File: config.mk
export PLATFORM = sky130hd
export DESIGN_NAME = inv_arbiter
export DESIGN_NICKNAME = d
export VERILOG_FILES = /design/src/rtl/inv_arbiter.sv
export SDC_FILE = /design/constraint.sdc
export NUM_CORES = 1
export LEC_CHECK = 0
export BUFFER_PORTS_ARGS = -buffer_cell sky130_fd_sc_hd__clkbuf_2
export CAP_MARGIN = 5
export CORE_AREA = 2 2 160 162
export CTS_BUF_LIST = sky130_fd_sc_hd__clkbuf_2
export CTS_CLUSTER_DIAMETER = 150
export DETAILED_ROUTE_END_ITERATION = 16
export DIE_AREA = 0 0 162 164
export GPL_TIMING_DRIVEN = 0
export PLACE_DENSITY = 0.65
export SYNTH_ARGS = -nofsm -noshare
export SYNTH_HDL_FRONTEND = slang
export SYNTH_SLANG_ARGS = --single-unit
File: constraint.sdc
create_clock -name clk -period 2.3 [get_ports clk]
set_input_delay 0.23 -clock clk [delete_from_list [all_inputs] [get_ports clk]]
set_output_delay 0.23 -clock clk [all_outputs]
set_load 0.02 [all_outputs]
File: src/rtl/inv_arbiter.sv
// ---------------------------------------------------------------------------
// inv_arbiter
//
// Shares a single sequential fixed-point reciprocal unit among N_REQ
// requesters. One request is accepted at a time using round-robin priority.
// The accepted operand is launched into the unit, the unit's done pulse is
// awaited, and the result is returned with the requester index over one
// valid/ready response channel.
//
// Ports
//   clk, rst_n        system clock, synchronous active-low reset
//   req_valid[i]      requester i has an operand pending
//   req_ready[i]      accept strobe, one-hot or zero, only while idle
//   req_x             packed operands, requester i at [i*IN_BITS +: IN_BITS]
//   rsp_valid/ready   response handshake
//   rsp_id            index of the requester the response belongs to
//   rsp_y             signed Q0.OUT_FBITS reciprocal (0 when unit not valid)
//   rsp_dbz, rsp_ovf  divide-by-zero / overflow flags from the unit
//   busy              high whenever an operation is in flight
//   inv_start         one-cycle launch pulse to the reciprocal unit
//   inv_x             operand presented to the unit, stable until done
//   inv_busy          unit busy; launch is held off while high
//   inv_done          unit completion pulse, only honoured while waiting
//   inv_valid         unit result valid
//   inv_dbz, inv_ovf  unit flags
//   inv_y             unit result
// ---------------------------------------------------------------------------
module inv_arbiter #(
  parameter  int N_REQ     = 4,
  parameter  int IN_BITS   = 64,
  parameter  int OUT_FBITS = 32,
  localparam int ID_W      = $clog2(N_REQ)
) (
  input  logic                     clk,
  input  logic                     rst_n,
  input  logic [N_REQ-1:0]         req_valid,
  output logic [N_REQ-1:0]         req_ready,
  input  logic [N_REQ*IN_BITS-1:0] req_x,
  output logic                     rsp_valid,
  input  logic                     rsp_ready,
  output logic [ID_W-1:0]          rsp_id,
  output logic [OUT_FBITS-1:0]     rsp_y,
  output logic                     rsp_dbz,
  output logic                     rsp_ovf,
  output logic                     busy,
  output logic                     inv_start,
  output logic [IN_BITS-1:0]       inv_x,
  input  logic                     inv_busy,
  input  logic                     inv_done,
  input  logic                     inv_valid,
  input  logic                     inv_dbz,
  input  logic                     inv_ovf,
  input  logic [OUT_FBITS-1:0]     inv_y
);

  localparam int unsigned NR = N_REQ;

  typedef enum logic [1:0] {
    S_IDLE,
    S_ISSUE,
    S_WAIT,
    S_RESP
  } state_e;

  state_e                 state_q, state_d;
  logic [ID_W-1:0]        ptr_q,   ptr_d;
  logic [ID_W-1:0]        id_q,    id_d;
  logic [IN_BITS-1:0]     x_q,     x_d;
  logic [OUT_FBITS-1:0]   y_q,     y_d;
  logic                   dbz_q,   dbz_d;
  logic                   ovf_q,   ovf_d;

  logic                   grant_vld;
  logic [ID_W-1:0]        grant_idx;
  logic [IN_BITS-1:0]     grant_x;

  // -------------------------------------------------------------------------
  // Round-robin search: first valid requester starting at ptr_q, wrapping
  // modulo N_REQ. The first hit wins, later candidates are ignored.
  // -------------------------------------------------------------------------
  always_comb begin : rr_search
    logic [ID_W-1:0] cand;
    grant_vld = 1'b0;
    grant_idx = '0;
    cand      = '0;
    for (int unsigned k = 0; k < NR; k++) begin
      cand = ID_W'((32'(ptr_q) + k) % NR);
      if (!grant_vld && req_valid[cand]) begin
        grant_vld = 1'b1;
        grant_idx = cand;
      end
    end
  end

  always_comb begin
    grant_x = req_x[grant_idx*IN_BITS +: IN_BITS];
  end

  // Accept strobe is combinational so the handshake completes in the same
  // cycle the request is seen while idle.
  always_comb begin
    req_ready = '0;
    if (state_q == S_IDLE && grant_vld) begin
      req_ready[grant_idx] = 1'b1;
    end
  end

  // -------------------------------------------------------------------------
  // Next-state and datapath.
  // -------------------------------------------------------------------------
  always_comb begin
    state_d   = state_q;
    ptr_d     = ptr_q;
    id_d      = id_q;
    x_d       = x_q;
    y_d       = y_q;
    dbz_d     = dbz_q;
    ovf_d     = ovf_q;
    inv_start = 1'b0;

    case (state_q)
      S_IDLE: begin
        if (grant_vld) begin
          id_d    = grant_idx;
          x_d     = grant_x;
          state_d = S_ISSUE;
        end
      end

      S_ISSUE: begin
        // Launch only once the unit is free; the pulse is a single cycle
        // because the state leaves ISSUE on the same edge.
        if (!inv_busy) begin
          inv_start = 1'b1;
          state_d   = S_WAIT;
        end
      end

      S_WAIT: begin
        if (inv_done) begin
          y_d     = inv_valid ? inv_y : '0;
          dbz_d   = inv_dbz;
          ovf_d   = inv_ovf;
          state_d = S_RESP;
        end
      end

      S_RESP: begin
        if (rsp_ready) begin
          // Priority moves to the requester after the one just served.
          ptr_d   = (id_q == ID_W'(N_REQ - 1)) ? '0 : id_q + ID_W'(1);
          state_d = S_IDLE;
        end
      end

      default: begin
        state_d = S_IDLE;
      end
    endcase
  end

  always_ff @(posedge clk) begin
    if (!rst_n) begin
      state_q <= S_IDLE;
      ptr_q   <= '0;
      id_q    <= '0;
      x_q     <= '0;
      y_q     <= '0;
      dbz_q   <= 1'b0;
      ovf_q   <= 1'b0;
    end else begin
      state_q <= state_d;
      ptr_q   <= ptr_d;
      id_q    <= id_d;
      x_q     <= x_d;
      y_q     <= y_d;
      dbz_q   <= dbz_d;
      ovf_q   <= ovf_d;
    end
  end

  // -------------------------------------------------------------------------
  // Outputs straight from state / registers.
  // -------------------------------------------------------------------------
  always_comb begin
    busy      = (state_q != S_IDLE);
    rsp_valid = (state_q == S_RESP);
    rsp_id    = id_q;
    rsp_y     = y_q;
    rsp_dbz   = dbz_q;
    rsp_ovf   = ovf_q;
    inv_x     = x_q;
  end

endmodule

==> flow_summary.toml, run 1 <==
[clock_tree]
cts_buffers = 9
htree_levels = 3
cts_max_path_buffers = 2
root_buffer = "clkbuf_2"
clk_pin_slew_worst_paths_ns = 0.34
clk_latency_ns = 0.70
cts.sinks = 104
cts_tree = "built"

[critical_path]
worst-path-buf-inv = 3
r2r_cells = 9
crit_family = "simple AND/OR/NAND/NOR gates"
r2r_slack_ns = -0.07
worst_setup_path_end_kind = "primary output"
crit_type = "register to primary output"
critPathMaxFanout = 3
regToRegStartpoint = "ptr_q[0]"
crit_chain = "nor2b_4 > or4b_4 > buf_12 > clkbuf_16 > and2_4 > and3_4 > buf_8"
crit_required_ns = 2.07
cp.arrival_ns = 2.40
start_kind = "register"
slowest_stage = "or4b_4"
cp_slowest_stage_delay_ns = 0.57
r2r_end = "inv_x[44]"
cp-startpoint = "ptr_q[0]"

[timing]
rsz0062_at_grt = "true"
fin_ws_ns = -0.330
relSlewSlack_pct = 33.8
hold_viol = 0
period_share_pct = 114
min_period_ns = 2.63
drv_slew = 0
max_slew.worst_pin.slew_ns = 0.993
clock.fmax_ghz = 0.380
clock_skew_ns = 0.0750
setup_violations = 15

[min_path]
min_to = "inv_x[4]"
hold_class = "input port to register"
min_path_cells = 3
hold_path_startpoint = "req_x[196]"

[placed_design]
routabilityCongestion = 0.888
dpl.cell_count = 1532
dpl_worst_slack_ns = -0.802
hpwl_mm = 23.9
port_buffers = 405

[pwr]
power.density_mw_per_mm2 = 673
p_leak_nw = 5.64
peakVddDrop_v = 0.000350

[grt]
grt_pass1_wl_mm = 52.1
grt_overflow = 0
grt_pass1_vias = 9498
grt_max_degree = 22
antenna_found_initial = 3
grt_usage_pct = 25.1

[detailed_routing]
ant_nets = 0
dr.pass1.iters = 5
wl_per_cell_um = 20.3
dr.first_iter.drc_count = 632
via_per_inst = 5.34
wl_mm = 36.5
vias = 9597
drcViolationCount = 0

[logic_synthesis]
synth_area_mm2 = 0.00684
synth_top_area_cell = "dfxtp_1"
synth_seq_area_share_pct = 30.4
synth_area_leaders = "dfxtp_1 30%, a2111oi_2 12%, and3_1 12%"
synth-seq-cells = 104
synth.top_cells.by_count = "127 x and3_1, 104 x dfxtp_1, 67 x nor2_1"
yosysMostFrequentCell = "and3_1"
syn-mean-instance-area_um2 = 8.58
syn_inst = 797
synth_nets = 1102
synth_edf_count = 0
async_flop_share_pct = 0
ys_warn_count = 0
synth_cell_types = 35
synthFlopType = "dfxtp_1"
synth_top_area_share_pct = 30.4

[finish]
fin_nets = 1764
fin_cells = 1798
fill_cells = 2230
area_growth_pct = 86.8
drive_above_1_share_pct = 43.9

[flow_run]
drv_cap = 0

[die]
row_count = 58
fp.coreArea_mm2 = 0.0248
initial_utilization_pct = 27.6
die_h_um = 164
die_x_um = 162
ioPinCount = 407
dieArea_mm2 = 0.0266

[outcome]
status = "finished, violations left"
failed_checks = "negative setup slack"
worst reg2reg max path: stages (launching register included):
cell	delay [ns]
dfxtp_4	0.44
nor2b_4	0.04
or4b_4	0.57
buf_12	0.16
buf_4	0.20
buf_8	0.18
buf_2	0.18
and3_1	0.21
a211oi_2	0.25
nor4b_2	0.09
state kept, by name, indices dropped and copies added (netlist names):
signal	count
rsp_ovf	1
rsp_y	32
ptr_q	2
rsp_dbz	1
rsp_id	2
state_q	2
inv_x	64
cell type report:
type / instances / area, µm² / share of cell area, %
Clock inverter: 7 / 91.3 / 0.715
Timing Repair Buffer: 655 / 4510 / 35.3
Inverter: 6 / 22.5 / 0.176
Multi-Input combinational cell: 596 / 4970 / 38.9
Antenna cell: 4 / 10.0 / 0.0783
Buffer: 87 / 627 / 4.91
Sequential cell: 104 / 2090 / 16.4
Clock buffer: 9 / 45.0 / 0.352
Tap cell: 330 / 413 / 3.23
routing by layer:
layer / vias to the layer above / global-route usage, % / share of wire [%]
met3: 120 / 5.48 / 7.1
met1: 4609 / 28.8 / 39
met5: - / 0 / 0
li1: 4327 / - / -
met4: 0 / 10.4 / 3.7
met2: 541 / 45.1 / 50
where the power goes:
group | internal, W | switching, W
registers | 0.00224 | 0.000344
clock network | 0.000191 | 0.000807
logic | 0.00214 | 0.00288
total | 0.00457 | 0.00403
how the worst max path moves through the flow:
| stage | end | slack (ns) | cells past startpoint |
|---|---|---|---|
| global route | req_ready[2] | -0.45 | 7 |
| detailed placement | req_ready[3] | -0.80 | 9 |
| floorplan | req_ready[3] | 0.02 | 8 |
| global placement | req_ready[3] | -0.78 | 9 |
| CTS | req_ready[3] | -0.41 | 9 |
| finish | req_ready[2] | -0.33 | 7 |
through the flow:
stage / TNS (ns) / hold slack [ns] / total power (W) / utilization, % / instance area (µm²)
after CTS: -3.15 / 0.000605 / 0.00809 / 48.4 / 12000
after detailed placement: -25.87 / 0.445 / 0.00657 / 37.4 / 9280
after floorplan: 0 / 0.375 / 0.00508 / - / 6840
after global routing: -3.55 / 0.00719 / 0.00906 / 51.5 / 12800
final: -1.04 / 0.0155 / 0.00860 / 51.5 / 12800
after global placement: -21.59 / 0.439 / 0.00650 / 37.4 / 9280
cells by family after synthesis:
family | count (synthesis) | share of synthesized area (%)
buffers and inverters | 97 | 6.44
adders and majority gates | 5 | 0.915
DFF | 104 | 30.4
and+or+nand+nor | 417 | 37.5
muxes | 3 | 0.439
AOI/OAI and AO/OA | 171 | 24.3
layout by cell type, fill, tap and decap left out, types with 4 or more instances in the layout:
cell type      count
and2_1            64
dfxtp_1          100
a21boi_0          16
buf_2              6
clkbuf_2         425
a2111oi_4         23
dlygate4sd3_1    228
clkbuf_1          31
buf_4             31
and3_1           126
inv_1              4
buf_6              9
diode_2            4
nor2b_1            6
buf_8              4
buf_12             4
nand2_1           41
a2111oi_2         38
nor2_1            65
nor4b_2           24
nand3_1           35
a211oi_2          37
clkinv_8           4
ha_1               4
a211oi_1          25
a21oi_1           22
clkbuf_4           7
nor4b_1           39
what timing repair did:
action | in CTS | in global routing
setup endpoints to repair | 69 | 68
setup buffers | 15 | 9
hold buffers | 217 | 11
pin swaps | 10 | 12
resized for setup | 75 | 173
hold endpoints to repair | 101 | 10
No activity file was read; power rests on OpenSTA's default activity.
==> inputs of run 2 (changes only) <==
--- a/config.mk
+++ b/config.mk
@@ -7,13 +7,13 @@
 export LEC_CHECK = 0
 export BUFFER_PORTS_ARGS = -buffer_cell sky130_fd_sc_hd__clkbuf_2
 export CAP_MARGIN = 5
-export CORE_AREA = 2 2 160 162
+export CORE_AREA = 2 2 158 160
 export CTS_BUF_LIST = sky130_fd_sc_hd__clkbuf_2
 export CTS_CLUSTER_DIAMETER = 150
 export DETAILED_ROUTE_END_ITERATION = 16
-export DIE_AREA = 0 0 162 164
+export DIE_AREA = 0 0 160 162
 export GPL_TIMING_DRIVEN = 0
-export PLACE_DENSITY = 0.65
+export PLACE_DENSITY = 0.66
 export SYNTH_ARGS = -nofsm -noshare
 export SYNTH_HDL_FRONTEND = slang
 export SYNTH_SLANG_ARGS = --single-unit
==> constraint.sdc (replaced) <==
create_clock -name clk -period 3.05 [get_ports clk]
set_input_delay 0.305 -clock clk [delete_from_list [all_inputs] [get_ports clk]]
set_output_delay 0.305 -clock clk [all_outputs]
set_load 0.02 [all_outputs]
==> run 2 against run 1 <==
Net effect:
- the flow now finishes without violations
- clock skew fell by 0.0066 ns
- global-route usage fell by 1.4 points
- first-iteration DRC count rose by 14%
- power fell by 29%
- sequential share of layout area rose by 2.5 points
- cell count fell by 5.5%
- clock power fell by 21%
- sequential power fell by 25%
- critical path depth rose by 2
- critical path type is now register to register
==> flow_summary.toml, run 2 (same netlist as run 1, synthesis figures left out) <==
[die]
dieArea_mm2 = 0.0259
fp.coreArea_mm2 = 0.0241
die_h_um = 162
die_x_um = 160
initial_utilization_pct = 28.4
ioPinCount = 407
row_count = 57

[detailed_routing]
vias = 8817
via_per_inst = 5.19
wl_mm = 32.1
dr.first_iter.drc_count = 720
dr.pass1.iters = 5
wl_per_cell_um = 18.9
drcViolationCount = 0
ant_nets = 0

[placed_design]
routabilityCongestion = 0.906
dpl.cell_count = 1526
dpl_worst_slack_ns = -0.159
port_buffers = 405
hpwl_mm = 23.5

[timing]
max_slew.worst_pin.slew_ns = 0.915
clock_skew_ns = 0.0684
drv_slew = 0
clock.fmax_ghz = 0.347
relSlewSlack_pct = 39.0
hold_ws_ns = 0.0822
fin_tns_setup_ns = 0
hold_viol = 0
fin_ws_ns = 0.167
period_share_pct = 94.5
setup_violations = 0
min_period_ns = 2.88

[grt]
grt_overflow = 0
grt_usage_pct = 23.7
grt_max_degree = 24
grt_pass1_vias = 8876
grt_pass1_wl_mm = 48.4
antenna_found_initial = 4

[clock_tree]
clk_latency_ns = 0.66
clk_pin_slew_worst_paths_ns = 0.40
cts.sinks = 104
cts_buffers = 9
cts_tree = "built"
root_buffer = "clkbuf_2"
htree_levels = 3
cts_max_path_buffers = 2

[outcome]
status = "complete, no violations"

[critical_path]
r2r_slack_ns = 0.17
cp.arrival_ns = 3.49
worst_setup_path_end_kind = "register"
crit_type = "register to register"
crit_required_ns = 3.65
start_kind = "register"
critPathMaxFanout = 19

[finish]
area_growth_pct = 61.4
fin_nets = 1672
final_cell_mix = "417 x clkbuf_2, 156 x dlygate4sd3_1, 127 x and3_1, 103 x dfxtp_1, 66 x nor2_1"
drive_above_1_share_pct = 39.2
layout_commonest_cell = "clkbuf_2"
fill_cells = 2389
largest_reg_flops = 64
fin_cells = 1699

[flow_run]
drv_cap = 0

[min_path]
hold_class = "input port to register"

[pwr]
power.density_mw_per_mm2 = 550
peakVddDrop_v = 0.000287
p_leak_nw = 5.08
-- run 2: through the flow --
| step | util (%) | area [µm²] | power, W |
|---|---|---|---|
| after floorplan | - | 6840 | 0.00383 |
| after global placement | 38.5 | 9270 | 0.00490 |
| after detailed placement | 38.5 | 9270 | 0.00495 |
| after CTS | 45.5 | 11000 | 0.00608 |
| after global routing | 45.8 | 11000 | 0.00650 |
| final | 45.8 | 11000 | 0.00607 |
-- run 2: power breakdown --
part           internal (W)  total [W]  switching (W)  leakage [nW]
clock network      0.000166   0.000785       0.000619        0.0824
registers           0.00169    0.00194       0.000249         0.853
logic               0.00141    0.00335        0.00194          4.14
total               0.00326    0.00607        0.00281          5.08
-- run 2: final timing paths --
check / from / end / cells past startpoint
hold / removal: req_x[103] / inv_x[39] / 3
setup / recovery: ptr_q[0] / inv_x[45] / 9
setup reg to reg: ptr_q[0] / inv_x[45] / 9
hold reg to reg: rsp_y[16] / rsp_y[16] / 2
-- run 2: cell type report --
class	count	area, µm²	area share (%)
Clock inverter	7	96.3	0.872
Sequential cell	104	2080	18.9
Buffer	86	429	3.89
Tap cell	324	405	3.67
Clock buffer	9	45.0	0.408
Antenna cell	3	7.51	0.0680
Multi-Input combinational cell	596	4340	39.3
Timing Repair Buffer	564	3610	32.7
Inverter	6	22.5	0.204
-- run 2: layer usage --
metal	vias up	global-route usage, %	part of all wire (%)	routed length, µm
met4	2	9.25	3.3	1060
met2	421	42.1	49	15900
li1	4138	-	-	-
met3	73	5.26	6.4	2050
met1	4183	27.8	41	13100
met5	-	0	0.025	8
-- run 2: worst max-delay path: stages, from the launching register on --
cell	delay (ns)
dfxtp_2	0.44
nor2b_1	0.06
or4_1	0.54
buf_4	0.25
buf_6	0.18
clkbuf_1	0.18
and3_1	0.20
a211oi_1	0.29
nor4b_2	0.09
dlygate4sd3_1	0.57
-- run 2: timing repair --
item                                    CTS  global route
buffers inserted                          0             3
resized for setup                        14            14
hold buffers                            153             3
endpoints found under the setup margin    4            37
hold endpoints to repair                 99             3
pin swaps                                 0             1
==> inputs of run 3 (changes only) <==
--- a/config.mk
+++ b/config.mk
@@ -7,11 +7,11 @@
 export LEC_CHECK = 0
 export BUFFER_PORTS_ARGS = -buffer_cell sky130_fd_sc_hd__clkbuf_2
 export CAP_MARGIN = 5
-export CORE_AREA = 2 2 158 160
+export CORE_AREA = 3 3 159 161
 export CTS_BUF_LIST = sky130_fd_sc_hd__clkbuf_2
 export CTS_CLUSTER_DIAMETER = 150
 export DETAILED_ROUTE_END_ITERATION = 16
-export DIE_AREA = 0 0 160 162
+export DIE_AREA = 0 0 162 164
 export GPL_TIMING_DRIVEN = 0
 export PLACE_DENSITY = 0.66
 export SYNTH_ARGS = -nofsm -noshare
==> run 3 against run 2 <==
Net effect:
- wire length up 1.0%
- cell count down 0.29%
- global-route usage fell by 0.60 points
- core utilization shrank 0.15 points
- critical path depth did not move
- sequential share of layout area up 0.060 points
- power is 0.21% lower
- first-iteration DRC count down 12%
- flip-flop and latch count did not move
- design area is 0.32% lower
- fmax is essentially flat
- critical endpoint is now inv_x[46]
- largest power group unchanged
==> flow_summary.toml, run 3 (same netlist as run 1, synthesis figures left out) <==
[detailed_routing]
via_per_inst = 5.16
dr.pass1.iters = 5
wl_mm = 32.4
dr.first_iter.drc_count = 632
vias = 8739
wl_per_cell_um = 19.1
drcViolationCount = 0
ant_nets = 0

[pwr]
power.density_mw_per_mm2 = 550
internal_power_w = 0.00325
clock_power_share_pct = 12.8
seqPwrFrac_pct = 32.1
p_leak_nw = 5.08
p_sw_w = 0.00281
combPwrFrac_pct = 55.0
switching_share_pct = 46.3
peakVddDrop_v = 0.000256
p_total_w = 0.00606

[critical_path]
start_kind = "register"
crit_type = "register to register"
crit_required_ns = 3.66
critPathMaxFanout = 19
worst_setup_path_end_kind = "register"
cp.arrival_ns = 3.50

[die]
row_count = 57
ioPinCount = 407
die_h_um = 164
initial_utilization_pct = 28.4
die_x_um = 162
fp.coreArea_mm2 = 0.0241
dieArea_mm2 = 0.0266

[finish]
final_util_pct = 45.7
largest_reg_flops = 64
ff_latch_area_mm2 = 0.00208
fin_nets = 1669
fin_cells = 1694
final_cell_mix = "420 x clkbuf_2, 154 x dlygate4sd3_1, 127 x and3_1, 103 x dfxtp_1, 66 x nor2_1"
layout_commonest_cell = "clkbuf_2"
drive_above_1_share_pct = 39.4
area_growth_pct = 60.9
fill_cells = 2453
multi_input_area_mm2 = 0.00434

[outcome]
status = "complete, no violations"

[timing]
period_share_pct = 94.6
fin_tns_setup_ns = 0
fin_ws_ns = 0.165
relSlewSlack_pct = 45.9
drv_slew = 0
max_slew.worst_pin.slew_ns = 0.811
setup_violations = 0
clock_skew_ns = 0.0591
min_period_ns = 2.88
rsz0062_at_grt = "false"
hold_viol = 0
clock.fmax_ghz = 0.347

[grt]
antenna_found_initial = 2
grt_max_degree = 24
grt_pass1_vias = 8690
grt_pass1_wl_mm = 48.5
grt_usage_pct = 23.1
grt_overflow = 0

[clock_tree]
cts_buffers = 9
cts.sinks = 104
root_buffer = "clkbuf_2"
clk_pin_slew_worst_paths_ns = 0.40
cts_tree = "built"
cts_max_path_buffers = 2
htree_levels = 3
clk_latency_ns = 0.64

[placed_design]
port_buffers = 405
routabilityCongestion = 0.905
dpl_worst_slack_ns = -0.0796
dpl.cell_count = 1526
hpwl_mm = 23.8

[flow_run]
drv_cap = 0

[min_path]
hold_class = "input port to register"
## run 3: area by class of cell
cell class                      count  share of cell area (%)
Tap cell                          324                    3.68
Timing Repair Buffer              561                    32.6
Antenna cell                        1                  0.0227
Inverter                            6                   0.205
Buffer                             86                    3.92
Clock inverter                      7                   0.875
Clock buffer                        9                   0.409
Multi-Input combinational cell    596                    39.4
Sequential cell                   104                    18.9
## run 3: layer usage
metal  track usage, %  part of all wire [%]  wire length [µm]
met5                0                 0.040                13
met4             6.90                   2.4               794
met3             5.62                   7.6              2470
met2             40.2                    49             16000
met1             28.3                    41             13200
## run 3: metrics by stage
| step | cell area [µm²] | hold slack [ns] |
|---|---|---|
| 6_report | 11000 | 0.102 |
| 5_1_grt | 11000 | -0.00351 |
| 3_5_place_dp | 9270 | 0.447 |
| 4_1_cts | 10900 | 0.000601 |
| 3_3_place_gp | 9270 | 0.439 |
| 2_1_floorplan | 6840 | 0.450 |
## run 3: worst paths after layout
kind                   from   endpoint  slack, ns  depth (start not counted)
setup / recovery   ptr_q[0]  inv_x[46]       0.17                          9
hold / removal    req_x[67]   inv_x[3]       0.10                          3
setup reg to reg   ptr_q[0]  inv_x[46]       0.17                          9
hold reg to reg   rsp_y[19]  rsp_y[19]       0.47                          2
## run 3: power by group through the flow
stage	sequential [W]	clock [W]	combinational, W
final	0.00195	0.000777	0.00333
after global routing	0.00199	0.000873	0.00363
after CTS	0.00194	0.000822	0.00329
after detailed placement	0.00196	0	0.00299
after global placement	0.00195	0	0.00295
after floorplan	0.00229	0	0.00154
## run 3: repair_timing
| action | in CTS | in global routing |
|---|---|---|
| setup endpoints to repair | 4 | 38 |
| hold buffers | 150 | 4 |
| setup buffers | 0 | 2 |
| pin swaps | 0 | 1 |
| hold endpoints to repair | 96 | 4 |
| resized for setup | 14 | 18 |
| cloned | 0 | 0 |
## run 3: worst max-delay path, cell delays in order, from the launching register on
cell,delay (ns)
dfxtp_2,0.43
nor2b_1,0.05
or4_1,0.54
buf_4,0.26
buf_6,0.18
clkbuf_1,0.18
and3_1,0.20
a211oi_1,0.34
nor4b_2,0.10
dlygate4sd3_1,0.56
